--- config.mk ---
export PLATFORM = sky130hd
export DESIGN_NAME = uart_prog_loader
export DESIGN_NICKNAME = d
export VERILOG_FILES = /design/src/rtl/uart_prog_loader.sv
export SDC_FILE = /design/constraint.sdc
export NUM_CORES = 1
export LEC_CHECK = 0
export ABC_AREA = 0
export BUFFER_PORTS_ARGS = -buffer_cell sky130_fd_sc_hd__buf_2
export CORE_ASPECT_RATIO = 0.9
export CORE_MARGIN = 5
export CORE_UTILIZATION = 31
export DETAILED_ROUTE_END_ITERATION = 8
export HOLD_SLACK_MARGIN = 0.05
export MAX_ROUTING_LAYER = met4
export PLACE_DENSITY = 0.46
export SLEW_MARGIN = 10
export SYNTH_ARGS = -nofsm -noshare
export SYNTH_HDL_FRONTEND = slang
export SYNTH_SLANG_ARGS = --single-unit
--- constraint.sdc ---
create_clock -name clk -period 3.4 [get_ports clk]
set_input_delay 0.51 -clock clk [delete_from_list [all_inputs] [get_ports clk]]
set_output_delay 0.51 -clock clk [all_outputs]
set_load 0.01 [all_outputs]
--- src/rtl/uart_prog_loader.sv ---
// UART program loader: receives a length-prefixed little-endian image over 8N1 serial
// and writes it word by word into instruction memory, holding the CPU in reset meanwhile.
module uart_prog_loader #(
  parameter int CLKS_PER_BIT = 868,
  parameter int ADDR_W       = 14
) (
  input  logic              clk,
  input  logic              rst,
  input  logic              load_en,
  input  logic              uart_rx,
  output logic              mem_we,
  output logic [ADDR_W-1:0] mem_addr,
  output logic [31:0]       mem_wdata,
  output logic              cpu_rst_n,
  output logic              busy,
  output logic              done,
  output logic              err
);

  localparam int CNT_W = (CLKS_PER_BIT > 1) ? $clog2(CLKS_PER_BIT) : 1;
  localparam logic [CNT_W-1:0] BIT_LAST  = CNT_W'(CLKS_PER_BIT - 1);
  localparam logic [CNT_W-1:0] HALF_LAST = CNT_W'(CLKS_PER_BIT / 2 - 1);
  localparam logic [31:0]      MAX_WORDS = 32'd1 << ADDR_W;
  localparam logic [ADDR_W:0]  CNT_ONE   = {{ADDR_W{1'b0}}, 1'b1};

  typedef enum logic [1:0] {R_IDLE, R_START, R_DATA, R_STOP} rx_state_t;
  typedef enum logic [1:0] {L_IDLE, L_LEN0, L_LEN1, L_DATA} ld_state_t;

  // Input synchronizer
  logic rx_meta_reg, rx_sync_reg;

  always_ff @(posedge clk) begin
    if (rst) begin
      rx_meta_reg <= 1'b1;
      rx_sync_reg <= 1'b1;
    end else begin
      rx_meta_reg <= uart_rx;
      rx_sync_reg <= rx_meta_reg;
    end
  end

  // Byte receiver
  rx_state_t        rx_state_reg, rx_state_next;
  logic [CNT_W-1:0] rx_cnt_reg, rx_cnt_next;
  logic [2:0]       rx_bit_reg, rx_bit_next;
  logic [7:0]       rx_shift_reg, rx_shift_next;
  logic             byte_valid_reg, byte_valid_next;
  logic             frame_err;

  always_ff @(posedge clk) begin
    if (rst) begin
      rx_state_reg   <= R_IDLE;
      rx_cnt_reg     <= '0;
      rx_bit_reg     <= '0;
      rx_shift_reg   <= '0;
      byte_valid_reg <= 1'b0;
    end else begin
      rx_state_reg   <= rx_state_next;
      rx_cnt_reg     <= rx_cnt_next;
      rx_bit_reg     <= rx_bit_next;
      rx_shift_reg   <= rx_shift_next;
      byte_valid_reg <= byte_valid_next;
    end
  end

  always_comb begin
    rx_state_next   = rx_state_reg;
    rx_cnt_next     = rx_cnt_reg;
    rx_bit_next     = rx_bit_reg;
    rx_shift_next   = rx_shift_reg;
    byte_valid_next = 1'b0;
    frame_err       = 1'b0;
    case (rx_state_reg)
      R_IDLE: begin
        rx_cnt_next = '0;
        if (!rx_sync_reg) rx_state_next = R_START;
      end
      R_START: begin
        // Mid-start-bit resample rejects short glitches on the line
        if (rx_cnt_reg == HALF_LAST) begin
          rx_cnt_next   = '0;
          rx_bit_next   = '0;
          rx_state_next = rx_sync_reg ? R_IDLE : R_DATA;
        end else begin
          rx_cnt_next = rx_cnt_reg + CNT_W'(1);
        end
      end
      R_DATA: begin
        if (rx_cnt_reg == BIT_LAST) begin
          rx_cnt_next   = '0;
          rx_shift_next = {rx_sync_reg, rx_shift_reg[7:1]};
          rx_bit_next   = rx_bit_reg + 3'd1;
          if (rx_bit_reg == 3'd7) rx_state_next = R_STOP;
        end else begin
          rx_cnt_next = rx_cnt_reg + CNT_W'(1);
        end
      end
      R_STOP: begin
        if (rx_cnt_reg == BIT_LAST) begin
          rx_cnt_next     = '0;
          byte_valid_next = rx_sync_reg;
          frame_err       = !rx_sync_reg;
          rx_state_next   = R_IDLE;
        end else begin
          rx_cnt_next = rx_cnt_reg + CNT_W'(1);
        end
      end
      default: rx_state_next = R_IDLE;
    endcase
  end

  // Loader
  ld_state_t         ld_state_reg, ld_state_next;
  logic [15:0]       len_reg, len_next;
  logic [ADDR_W:0]   word_cnt_reg, word_cnt_next;
  logic [1:0]        byte_idx_reg, byte_idx_next;
  logic [31:0]       word_reg, word_asm;
  logic              lane_we;
  logic              err_reg, err_next;
  logic              done_reg, done_next;
  logic              mem_we_reg, mem_we_next;
  logic [ADDR_W-1:0] mem_addr_reg, mem_addr_next;
  logic [31:0]       mem_wdata_reg, mem_wdata_next;
  logic              cpu_rst_n_reg, cpu_rst_n_next;
  logic [15:0]       len_full;

  assign len_full = {rx_shift_reg, len_reg[7:0]};

  genvar gi;
  generate
    for (gi = 0; gi < 4; gi++) begin : g_lane
      assign word_asm[8*gi +: 8] = (lane_we && (byte_idx_reg == 2'(gi))) ?
                                   rx_shift_reg : word_reg[8*gi +: 8];
    end
  endgenerate

  always_comb begin
    ld_state_next  = ld_state_reg;
    len_next       = len_reg;
    word_cnt_next  = word_cnt_reg;
    byte_idx_next  = byte_idx_reg;
    err_next       = err_reg;
    done_next      = 1'b0;
    mem_we_next    = 1'b0;
    mem_addr_next  = mem_addr_reg;
    mem_wdata_next = mem_wdata_reg;
    lane_we        = 1'b0;
    case (ld_state_reg)
      L_IDLE: begin
        if (load_en) begin
          err_next      = 1'b0;
          word_cnt_next = '0;
          byte_idx_next = '0;
          ld_state_next = L_LEN0;
        end
      end
      L_LEN0: begin
        if (frame_err) begin
          err_next      = 1'b1;
          ld_state_next = L_IDLE;
        end else if (byte_valid_reg) begin
          len_next[7:0] = rx_shift_reg;
          ld_state_next = L_LEN1;
        end
      end
      L_LEN1: begin
        if (frame_err) begin
          err_next      = 1'b1;
          ld_state_next = L_IDLE;
        end else if (byte_valid_reg) begin
          len_next = len_full;
          if (len_full == 16'd0) begin
            done_next     = 1'b1;
            ld_state_next = L_IDLE;
          end else if ({16'd0, len_full} > MAX_WORDS) begin
            err_next      = 1'b1;
            ld_state_next = L_IDLE;
          end else begin
            ld_state_next = L_DATA;
          end
        end
      end
      L_DATA: begin
        if (frame_err) begin
          err_next      = 1'b1;
          ld_state_next = L_IDLE;
        end else if (byte_valid_reg) begin
          lane_we       = 1'b1;
          byte_idx_next = byte_idx_reg + 2'd1;
          if (byte_idx_reg == 2'd3) begin
            mem_we_next    = 1'b1;
            mem_addr_next  = word_cnt_reg[ADDR_W-1:0];
            mem_wdata_next = word_asm;
            word_cnt_next  = word_cnt_reg + CNT_ONE;
          end
        end else if (32'(word_cnt_reg) == 32'(len_reg)) begin
          // Checked the cycle after the final write so done trails mem_we by one
          done_next     = 1'b1;
          ld_state_next = L_IDLE;
        end
      end
      default: ld_state_next = L_IDLE;
    endcase
  end

  // Held low across both the leaving and the entering cycle of any active state
  assign cpu_rst_n_next = !((ld_state_reg != L_IDLE) || (ld_state_next != L_IDLE) ||
                            err_reg || err_next);

  always_ff @(posedge clk) begin
    if (rst) begin
      ld_state_reg  <= L_IDLE;
      len_reg       <= '0;
      word_cnt_reg  <= '0;
      byte_idx_reg  <= '0;
      word_reg      <= '0;
      err_reg       <= 1'b0;
      done_reg      <= 1'b0;
      mem_we_reg    <= 1'b0;
      mem_addr_reg  <= '0;
      mem_wdata_reg <= '0;
      cpu_rst_n_reg <= 1'b0;
    end else begin
      ld_state_reg  <= ld_state_next;
      len_reg       <= len_next;
      word_cnt_reg  <= word_cnt_next;
      byte_idx_reg  <= byte_idx_next;
      word_reg      <= word_asm;
      err_reg       <= err_next;
      done_reg      <= done_next;
      mem_we_reg    <= mem_we_next;
      mem_addr_reg  <= mem_addr_next;
      mem_wdata_reg <= mem_wdata_next;
      cpu_rst_n_reg <= cpu_rst_n_next;
    end
  end

  assign mem_we    = mem_we_reg;
  assign mem_addr  = mem_addr_reg;
  assign mem_wdata = mem_wdata_reg;
  assign cpu_rst_n = cpu_rst_n_reg;
  assign busy      = (ld_state_reg != L_IDLE);
  assign done      = done_reg;
  assign err       = err_reg;

endmodule

==> out/summary.txt, run 1 <==
met3 wire length: 628 um
post-synthesis mux area share: 0.115
Slew @ Worst Pin: 0.956 ns
Post-Layout Cell Count: 938
peak supply drop: 0.322 mV
number of synthesized flops with an enable pin: 0
PortBufs: 54
Die Wd: 154 um
final worst-path cycle share: 0.770
top layer reached by signal wires: met4
MaxCap Viol Count: 0
synthesized area: 5750 um2
Synth Area in XOR/XNOR: 0.0366
LEAKAGE: 0.00235 uW
Final Hold Fails: 0
combinational family with the most area after synthesis: simple AND/OR/NAND/NOR gates
worst path arrival time: 2.96 ns
first-pass GRT wire length: 23.1 mm
final setup fails: 0
sequential power share: 0.456
Pwr Total: 3490 uW
Die Height: 139 um
unrepaired setup endpoints after global routing: no
Synth async-reset ratio: 0
fillers: 1879
Rel. slew slack: 0.360
origin of the critical flop-to-flop path: rx_cnt_reg[0]
P_sw: 784 uW
Yosys reg bits: 135
CTS clock-pin slew for the worst setup and hold paths: 0.06 ns
Pins Over Slew Limit: 0
Starting DRT DRC Count: 239
Area growth syn-to-layout: 18.0%
Power Density: 515 nW/um2
slack of the critical path: 0.784 ns
Worst Setup Slack post-DPL: 0.794 ns
Starting Density: 0.314
Tmin final: 2.62 ns
Yosys top cell by area: dfxtp_1
WL final: 14.1 mm
Internal: 2710 uW
Clock Path Buffers: 2
CP Launch Point: rx_cnt_reg[0]
clock group share of total power: 0.529
Cells after Synth: 649
max reg flops: 32
clock tree sinks: 135
CTS Buf Count: 17
crit path max fanout: 24
syn_area_per_cell: 8.86 um2
Logic pwr share: 0.015
placed cells: 906
vias in the first global route: 4334
Netlist cell types: 47
fin util: 0.371
layout cell share with drive strength beyond 1: 0.149
First-pass DRT Iterations: 7
vias: 4590
Critical Path RT: 3.75 ns
outcome: complete, no violations
die area: 21400 um2
HP Class: in2reg
CTS HTree Levels: 4
sum of negative setup slack: 0 ns
Area contributors post-synth: dfxtp_1 (47%), mux2i_1 (11%), nor2_1 (6.0%)
# rows: 47
share of the synthesized area in the top cell type: 0.470
Post-CTS Hold Fix Bufs: 0
worst setup path class: reg2reg
Adder-Cell Fraction of Synth Area: 0.0196
Syn. warnings: 0
Critical Path End: word_cnt_reg[1]
Post-synth top cells: dfxtp_1 (135), nor2_1 (92), nand2_1 (85)
largest net degree at the start of global routing: 68
DR WL met2: 6.29 mm
initial antenna violation count: 0
detailed placement HPWL: 9.36 mm
floorplan core area: 18300 um2
Wirelength per Cell: 15.0 um
startpoint types: register
Antenna diodes: 0
CTS tree: built
final clock skew: 0.00775 ns
top_reg_cell synth: dfxtp_1
total congestion overflow: 0
RD Place Congestion: 0.762
IO Count: 55
switch share: 0.224
critical path capture point type: register
highest clock rate: 382 MHz
most common cell in the synthesized netlist: dfxtp_1
CTS root buf: clkbuf_16
Worst-Skew Late Latency: 0.43 ns
nets@finish: 693
setup slack, reg-to-reg: 0.78 ns
antenna-violating nets left: 0
Post CTS Setup Buffer Count: 0
Syn Nets: 662
Via density: 4.89
GR Util All Layers: 0.139
simple-gate area share of the yosys netlist: 0.210
R2R cell count: 6
CTS resizes: 0
Seq/Total Area, Yosys: 0.470
FF-to-FF End: word_cnt_reg[1]
DRC errors left: 0
Synth Area in Compound Gates: 0.108
Post-Route M1 WL: 6.98 mm
==> metrics by stage <==
stage	instance area (um2)	hold slack, ns
finish	6780	0.268
global route	6780	0.252
CTS	6780	0.245
detailed placement	6190	0.405
global placement	6190	0.397
floorplan	5750	0.389
==> power groups by stage <==
stage	Clock, uW	Sequential (uW)	Combinational, uW
after floorplan	0	1620	40.9
after global placement	0	1630	53.4
after detailed placement	0	1630	53.3
after CTS	1900	1590	53.7
after global routing	1960	1590	58.8
final	1850	1590	52.3
==> worst min path at each step <==
stage	from	end	slack, ns	cells past startpoint
2_1_floorplan	rx_meta_reg	rx_sync_reg	0.39	1
3_3_place_gp	rx_meta_reg	rx_sync_reg	0.40	1
3_5_place_dp	rx_meta_reg	rx_sync_reg	0.40	1
4_1_cts	uart_rx	rx_meta_reg	0.24	2
5_1_grt	uart_rx	rx_meta_reg	0.25	2
6_report	uart_rx	rx_meta_reg	0.27	2
==> worst max-delay path: stages (launching register included) <==
cell       delay, ns
dfxtp_1         0.39
ha_1            0.28
nand4bb_1       0.31
or4_4           0.64
nand2_1         0.60
nand3_1         0.15
a21oi_1         0.16
==> per-layer routing <==
layer | GRT usage | vias up
li1 | - | 2307
met5 | - | -
met3 | 0.0427 | 17
met4 | 0.0432 | 0
met2 | 0.204 | 85
met1 | 0.185 | 2181
==> cell families (layout without fill, tap and decap cells) <==
kind of cell    count (synthesis)  in the layout
simple gates                  259            259
flops                         135            135
compound gates                 99             99
mux                            66             66
buf+inv                        57            101
xor+xnor                       24             24
fa+ha+maj                       9              9
==> placed cells by master (no fill, tap or decap), drive strengths merged, types with 2 or more instances in the layout <==
master,synthesis,routed
o31ai,2,2
clkbuf,36,19
xnor2,18,18
bufinv,0,2
or3,13,13
or3b,2,2
buf,13,61
mux2i,66,66
nor2,93,93
a211oi,24,24
and3,6,6
nand4,12,12
nand3b,2,2
nand2b,3,3
nor4,8,8
a32oi,3,3
clkinvlp,0,4
a21oi,51,51
nand2,85,85
clkinv,0,3
nor3,5,5
a211o,3,3
or2,2,2
nor3b,5,5
ha,9,9
or4,5,5
and2,4,4
and4,2,2
inv,8,12
nand3,9,9
dfxtp,135,135
o21ai,11,11
xor2,6,6
==> area by class of cell <==
class	count	area, um2	area share
Multi-Input combinational cell	457	2820	0.415
Sequential cell	135	2700	0.398
Clock buffer	19	443	0.0653
Timing Repair Buffer	61	338	0.0498
Tap cell	245	307	0.0452
Clock inverter	13	146	0.0216
Inverter	8	30.0	0.00443
Note: power is estimated with default switching activity, not from simulation.
==> inputs of run 2 (changes only) <==
- clock period: 3.4 -> 2.7 ns (I/O delays scaled with it)
==> out/summary.txt, run 2 (same netlist as run 1, synthesis figures left out) <==
outcome: complete, no violations (unchanged)
clock tree sinks: 135 (unchanged)
CTS tree: built (unchanged)
MaxCap Viol Count: 0 (unchanged)
Power Density: 614 nW/um2 (was 515 nW/um2)
final worst-path cycle share: 0.923 (was 0.770)
Die Height: 139 um (unchanged)
peak supply drop: 0.409 mV (was 0.322 mV)
Via density: 4.74 (was 4.89)
RD Place Congestion: 0.779 (was 0.762)
worst path arrival time: 2.77 ns (was 2.96 ns)
Starting Density: 0.314 (unchanged)
Final Hold Fails: 0 (unchanged)
Area growth syn-to-layout: 18.5% (was 18.0%)
Clock Path Buffers: 2 (unchanged)
Slew @ Worst Pin: 0.877 ns (was 0.956 ns)
PortBufs: 54 (unchanged)
final setup fails: 0 (unchanged)
CTS root buf: clkbuf_16 (unchanged)
Wirelength per Cell: 14.6 um (was 15.0 um)
startpoint types: register (unchanged)
HP Class: in2reg (unchanged)
M2 GR Usage: 0.205 (was 0.204)
DRC errors left: 0 (unchanged)
max reg flops: 32 (unchanged)
Pins Over Slew Limit: 0 (unchanged)
detailed placement HPWL: 9.29 mm (was 9.36 mm)
fillers: 1861 (was 1879)
layout cell share with drive strength beyond 1: 0.163 (was 0.149)
CTS Buf Count: 17 (unchanged)
Starting DRT DRC Count: 209 (was 239)
sum of negative setup slack: 0 ns (unchanged)
highest clock rate: 401 MHz (was 382 MHz)
Worst-Skew Late Latency: 0.42 ns (was 0.43 ns)
Post-Layout Cell Count: 949 (was 938)
crit path max fanout: 8 (was 24)
Critical Path RT: 2.98 ns (was 3.75 ns)
CTS clock-pin slew for the worst setup and hold paths: 0.06 ns (about the same)
initial antenna violation count: 0 (unchanged)
First-pass DRT Iterations: 4 (was 7)
vias: 4501 (was 4590)
Rel. slew slack: 0.413 (was 0.360)
setup slack, reg-to-reg: 0.21 ns (was 0.78 ns)
largest net degree at the start of global routing: 57 (was 68)
GR peak layer: met2 (unchanged)
met3 usage: 0.0378 (was 0.0427)
worst setup path class: reg2reg (unchanged)
vias in the first global route: 4435 (was 4334)
critical path capture point type: register (unchanged)
floorplan core area: 18300 um2 (unchanged)
antenna-violating nets left: 0 (unchanged)
total congestion overflow: 0 (unchanged)
IO Count: 55 (unchanged)
Tmin final: 2.49 ns (was 2.62 ns)
most frequent cells in the layout: dfxtp_1 (135), nor2_1 (91), nand2_1 (85), mux2i_1 (66), buf_2 (53) (unchanged)
Antenna diodes: 0 (unchanged)
GR Util All Layers: 0.135 (was 0.139)
WL final: 13.8 mm (was 14.1 mm)
CTS resizes: 0 (unchanged)
Die Wd: 154 um (unchanged)
Post-CTS Hold Fix Bufs: 0 (unchanged)
commonest non-fill, non-tap cell in the layout: dfxtp_1 (unchanged)
Post CTS Setup Buffer Count: 0 (unchanged)
final clock skew: 0.0100 ns (was 0.00775 ns)
first-pass GRT wire length: 22.9 mm (was 23.1 mm)
nets@finish: 705 (was 693)
LEAKAGE: 0.00238 uW (was 0.00235 uW)
GR Layer Usage met1: 0.178 (was 0.185)
CTS HTree Levels: 4 (unchanged)
unrepaired setup endpoints after global routing: no (unchanged)
placed cells: 918 (was 906)
die area: 21400 um2 (unchanged)
# rows: 47 (unchanged)
[run 2: final cells by class]
class	count	area, um2	share of cell area
clock buffer	18	439	0.0645
sequential	135	2700	0.397
tap	245	307	0.0450
inverter	8	30.0	0.00441
timing repair buffer	73	415	0.0610
multi-input combinational	457	2820	0.414
clock inverter	13	98.8	0.0145
[run 2: per-stage QoR]
stage / setup slack (ns) / hold slack, ns / cell area, um2 / total power [uW] / util
3_5_place_dp: 0.133 / 0.405 / 6270 / 2120 / 0.343
5_1_grt: 0.00326 / 0.161 / 6810 / 4330 / 0.372
2_1_floorplan: 0.471 / 0.389 / 5750 / 2100 / -
4_1_cts: 0.118 / 0.158 / 6810 / 4240 / 0.372
6_report: 0.209 / 0.175 / 6810 / 4180 / 0.372
3_3_place_gp: 0.235 / 0.404 / 6270 / 2120 / 0.343
[run 2: metal layers]
metal,up-vias,routed length [um]
met5,-,0
met4,0,184
met3,17,522
met2,62,6040
met1,2092,7070
li1,2330,-
[run 2: report_power, final]
part / total, uW / switching [uW] / internal [uW]
sequential: 2000 / 7.37 / 2000
combinational: 67.8 / 50.5 / 17.3
clock: 2110 / 906 / 1200
[run 2: critical path: stages, from the launching register on]
cell	delay [ns]
dfxtp_1	0.37
or3b_1	0.51
o41ai_4	0.77
nor2_1	0.40
mux2i_1	0.26
nor2_1	0.06
[run 2: final timing paths]
kind,startpoint,endpoint,depth (start not counted)
min,uart_rx,rx_meta_reg,2
min reg2reg,rx_meta_reg,rx_sync_reg,1
max reg2reg,rx_cnt_reg[8],word_reg[19],5
max,rx_cnt_reg[8],word_reg[19],5
==> inputs of run 3 (changes only) <==
- CTS_BUF_LIST: not set -> sky130_fd_sc_hd__clkbuf_2 sky130_fd_sc_hd__clkbuf_4 sky130_fd_sc_hd__clkbuf_8
- clock period: 2.7 -> 2.3 ns (I/O delays scaled with it)
==> out/summary.txt, run 3 (same netlist as run 1, synthesis figures left out) <==
Power Density: 646 nW/um2 (was 614 nW/um2)
vias: 4563 (was 4501)
crit path max fanout: 11 (was 8)
register area: 2700 um2 (unchanged)
nets@finish: 718 (was 705)
critical path capture point type: register (unchanged)
largest net degree at the start of global routing: 60 (was 57)
DRC errors left: 0 (unchanged)
vias in the first global route: 4445 (was 4435)
layout cell share with drive strength beyond 1: 0.182 (was 0.163)
Tmin final: 2.16 ns (was 2.49 ns)
floorplan core area: 18300 um2 (unchanged)
MaxCap Viol Count: 0 (unchanged)
first-pass GRT wire length: 22.9 mm (unchanged)
startpoint types: register (unchanged)
Area growth syn-to-layout: 18.6% (was 18.5%)
worst setup path class: reg2reg (unchanged)
Rel. slew slack: 0.579 (was 0.413)
CTS root buf: clkbuf_8 (was clkbuf_16)
Starting DRT DRC Count: 230 (was 209)
Final Hold Fails: 0 (unchanged)
commonest non-fill, non-tap cell in the layout: dfxtp_1 (unchanged)
CTS Buf Count: 17 (unchanged)
max reg flops: 32 (unchanged)
Clock Path Buffers: 2 (unchanged)
Final Cell Area: 6820 um2 (was 6810 um2)
First-pass DRT Iterations: 5 (was 4)
total congestion overflow: 0 (unchanged)
WL final: 13.7 mm (was 13.8 mm)
GR Util All Layers: 0.135 (about the same)
CTS HTree Levels: 4 (unchanged)
CTS clock-pin slew for the worst setup and hold paths: 0.08 ns (was 0.06 ns)
HP Class: in2reg (unchanged)
Antenna diodes: 0 (unchanged)
post-place instance area: 6410 um2 (was 6270 um2)
initial antenna violation count: 0 (unchanged)
RD Place Congestion: 0.796 (was 0.779)
final clock skew: 0.0162 ns (was 0.0100 ns)
highest clock rate: 464 MHz (was 401 MHz)
Critical Path RT: 2.59 ns (was 2.98 ns)
worst path arrival time: 2.44 ns (was 2.77 ns)
unrepaired setup endpoints after global routing: no (unchanged)
outcome: complete, no violations (unchanged)
most frequent cells in the layout: dfxtp_1 (135), nor2_1 (91), nand2_1 (85), mux2i_1 (66), buf_2 (53) (unchanged)
Via density: 4.74 (about the same)
Die Wd: 154 um (unchanged)
detailed placement HPWL: 9.43 mm (was 9.29 mm)
peak supply drop: 0.367 mV (was 0.409 mV)
Wirelength per Cell: 14.2 um (was 14.6 um)
# rows: 47 (unchanged)
final worst-path cycle share: 0.938 (was 0.923)
Post-CTS Hold Fix Bufs: 0 (unchanged)
Post-Layout Cell Count: 963 (was 949)
hold slack: 0.0904 ns (was 0.175 ns)
die area: 21400 um2 (unchanged)
Die Height: 139 um (unchanged)
CTS resizes: 0 (unchanged)
CTS tree: built (unchanged)
placed cells: 931 (was 918)
Starting Density: 0.314 (unchanged)
clock tree sinks: 135 (unchanged)
Worst-Skew Late Latency: 0.44 ns (was 0.42 ns)
Pins Over Slew Limit: 0 (unchanged)
PortBufs: 54 (unchanged)
IO Count: 55 (unchanged)
sum of negative setup slack: 0 ns (unchanged)
antenna-violating nets left: 0 (unchanged)
fillers: 1881 (was 1861)
final setup fails: 0 (unchanged)
Multi-input gate area: 2820 um2 (about the same)
LEAKAGE: 0.00241 uW (was 0.00238 uW)
Slew @ Worst Pin: 0.631 ns (was 0.877 ns)
fin util: 0.373 (was 0.372)
Post CTS Setup Buffer Count: 0 (unchanged)
## run 3: cell count changes in the layout (fill, tap and decap cells not counted), sizes merged
| cell | change |
|---|---|
| clkinvlp | -2 |
| clkbuf | +1 |
| clkinv | +1 |
| bufinv | +2 |
| inv | -1 |
| buf | +13 |
## run 3: area by class of cell
class | count | area share
multi-input cells | 457 | 0.414
clock inverters | 13 | 0.0215
repair buffers | 86 | 0.0808
inverters | 8 | 0.00441
well taps | 245 | 0.0450
flip-flops and latches | 135 | 0.397
clock buffers | 19 | 0.0375
## run 3: per-layer routing
| layer | vias up | routed length [um] | global-route usage |
|---|---|---|---|
| met3 | 2 | 526 | 0.0399 |
| met2 | 67 | 6240 | 0.203 |
| met4 | 0 | 57 | 0.0381 |
| met5 | - | 0 | - |
| met1 | 2142 | 6890 | 0.176 |
| li1 | 2352 | - | - |
## run 3: metrics by stage
step | power, uW | setup WS [ns]
after floorplan | 2460 | 0.0713
after global placement | 2490 | 0.102
after detailed placement | 2490 | 0.0909
after CTS | 4480 | 0.0682
after global routing | 4600 | 0.0646
final | 4400 | 0.143
## run 3: worst max-delay path, cell delays in order, from the launching register on
cell and delay, ns:
dfxtp_1 0.37, or3b_4 0.45, or4_1 0.60, a32oi_1 0.22
buf_4 0.19, or3_1 0.12, a21oi_1 0.06
## run 3: path summary, 6_finish.rpt
path,startpoint,endpoint,slack (ns),cells past startpoint
hold / removal,uart_rx,rx_meta_reg,0.09,2
setup reg to reg,rx_cnt_reg[8],word_cnt_reg[10],0.14,6
setup / recovery,rx_cnt_reg[8],word_cnt_reg[10],0.14,6
hold reg to reg,rx_meta_reg,rx_sync_reg,0.41,1
## run 3: power by group
part	internal, uW	switching [uW]	total (uW)
Clock	1020	953	1970
Sequential	2340	6.34	2350
Combinational	22.2	62.1	84.3
Total	3380	1020	4400
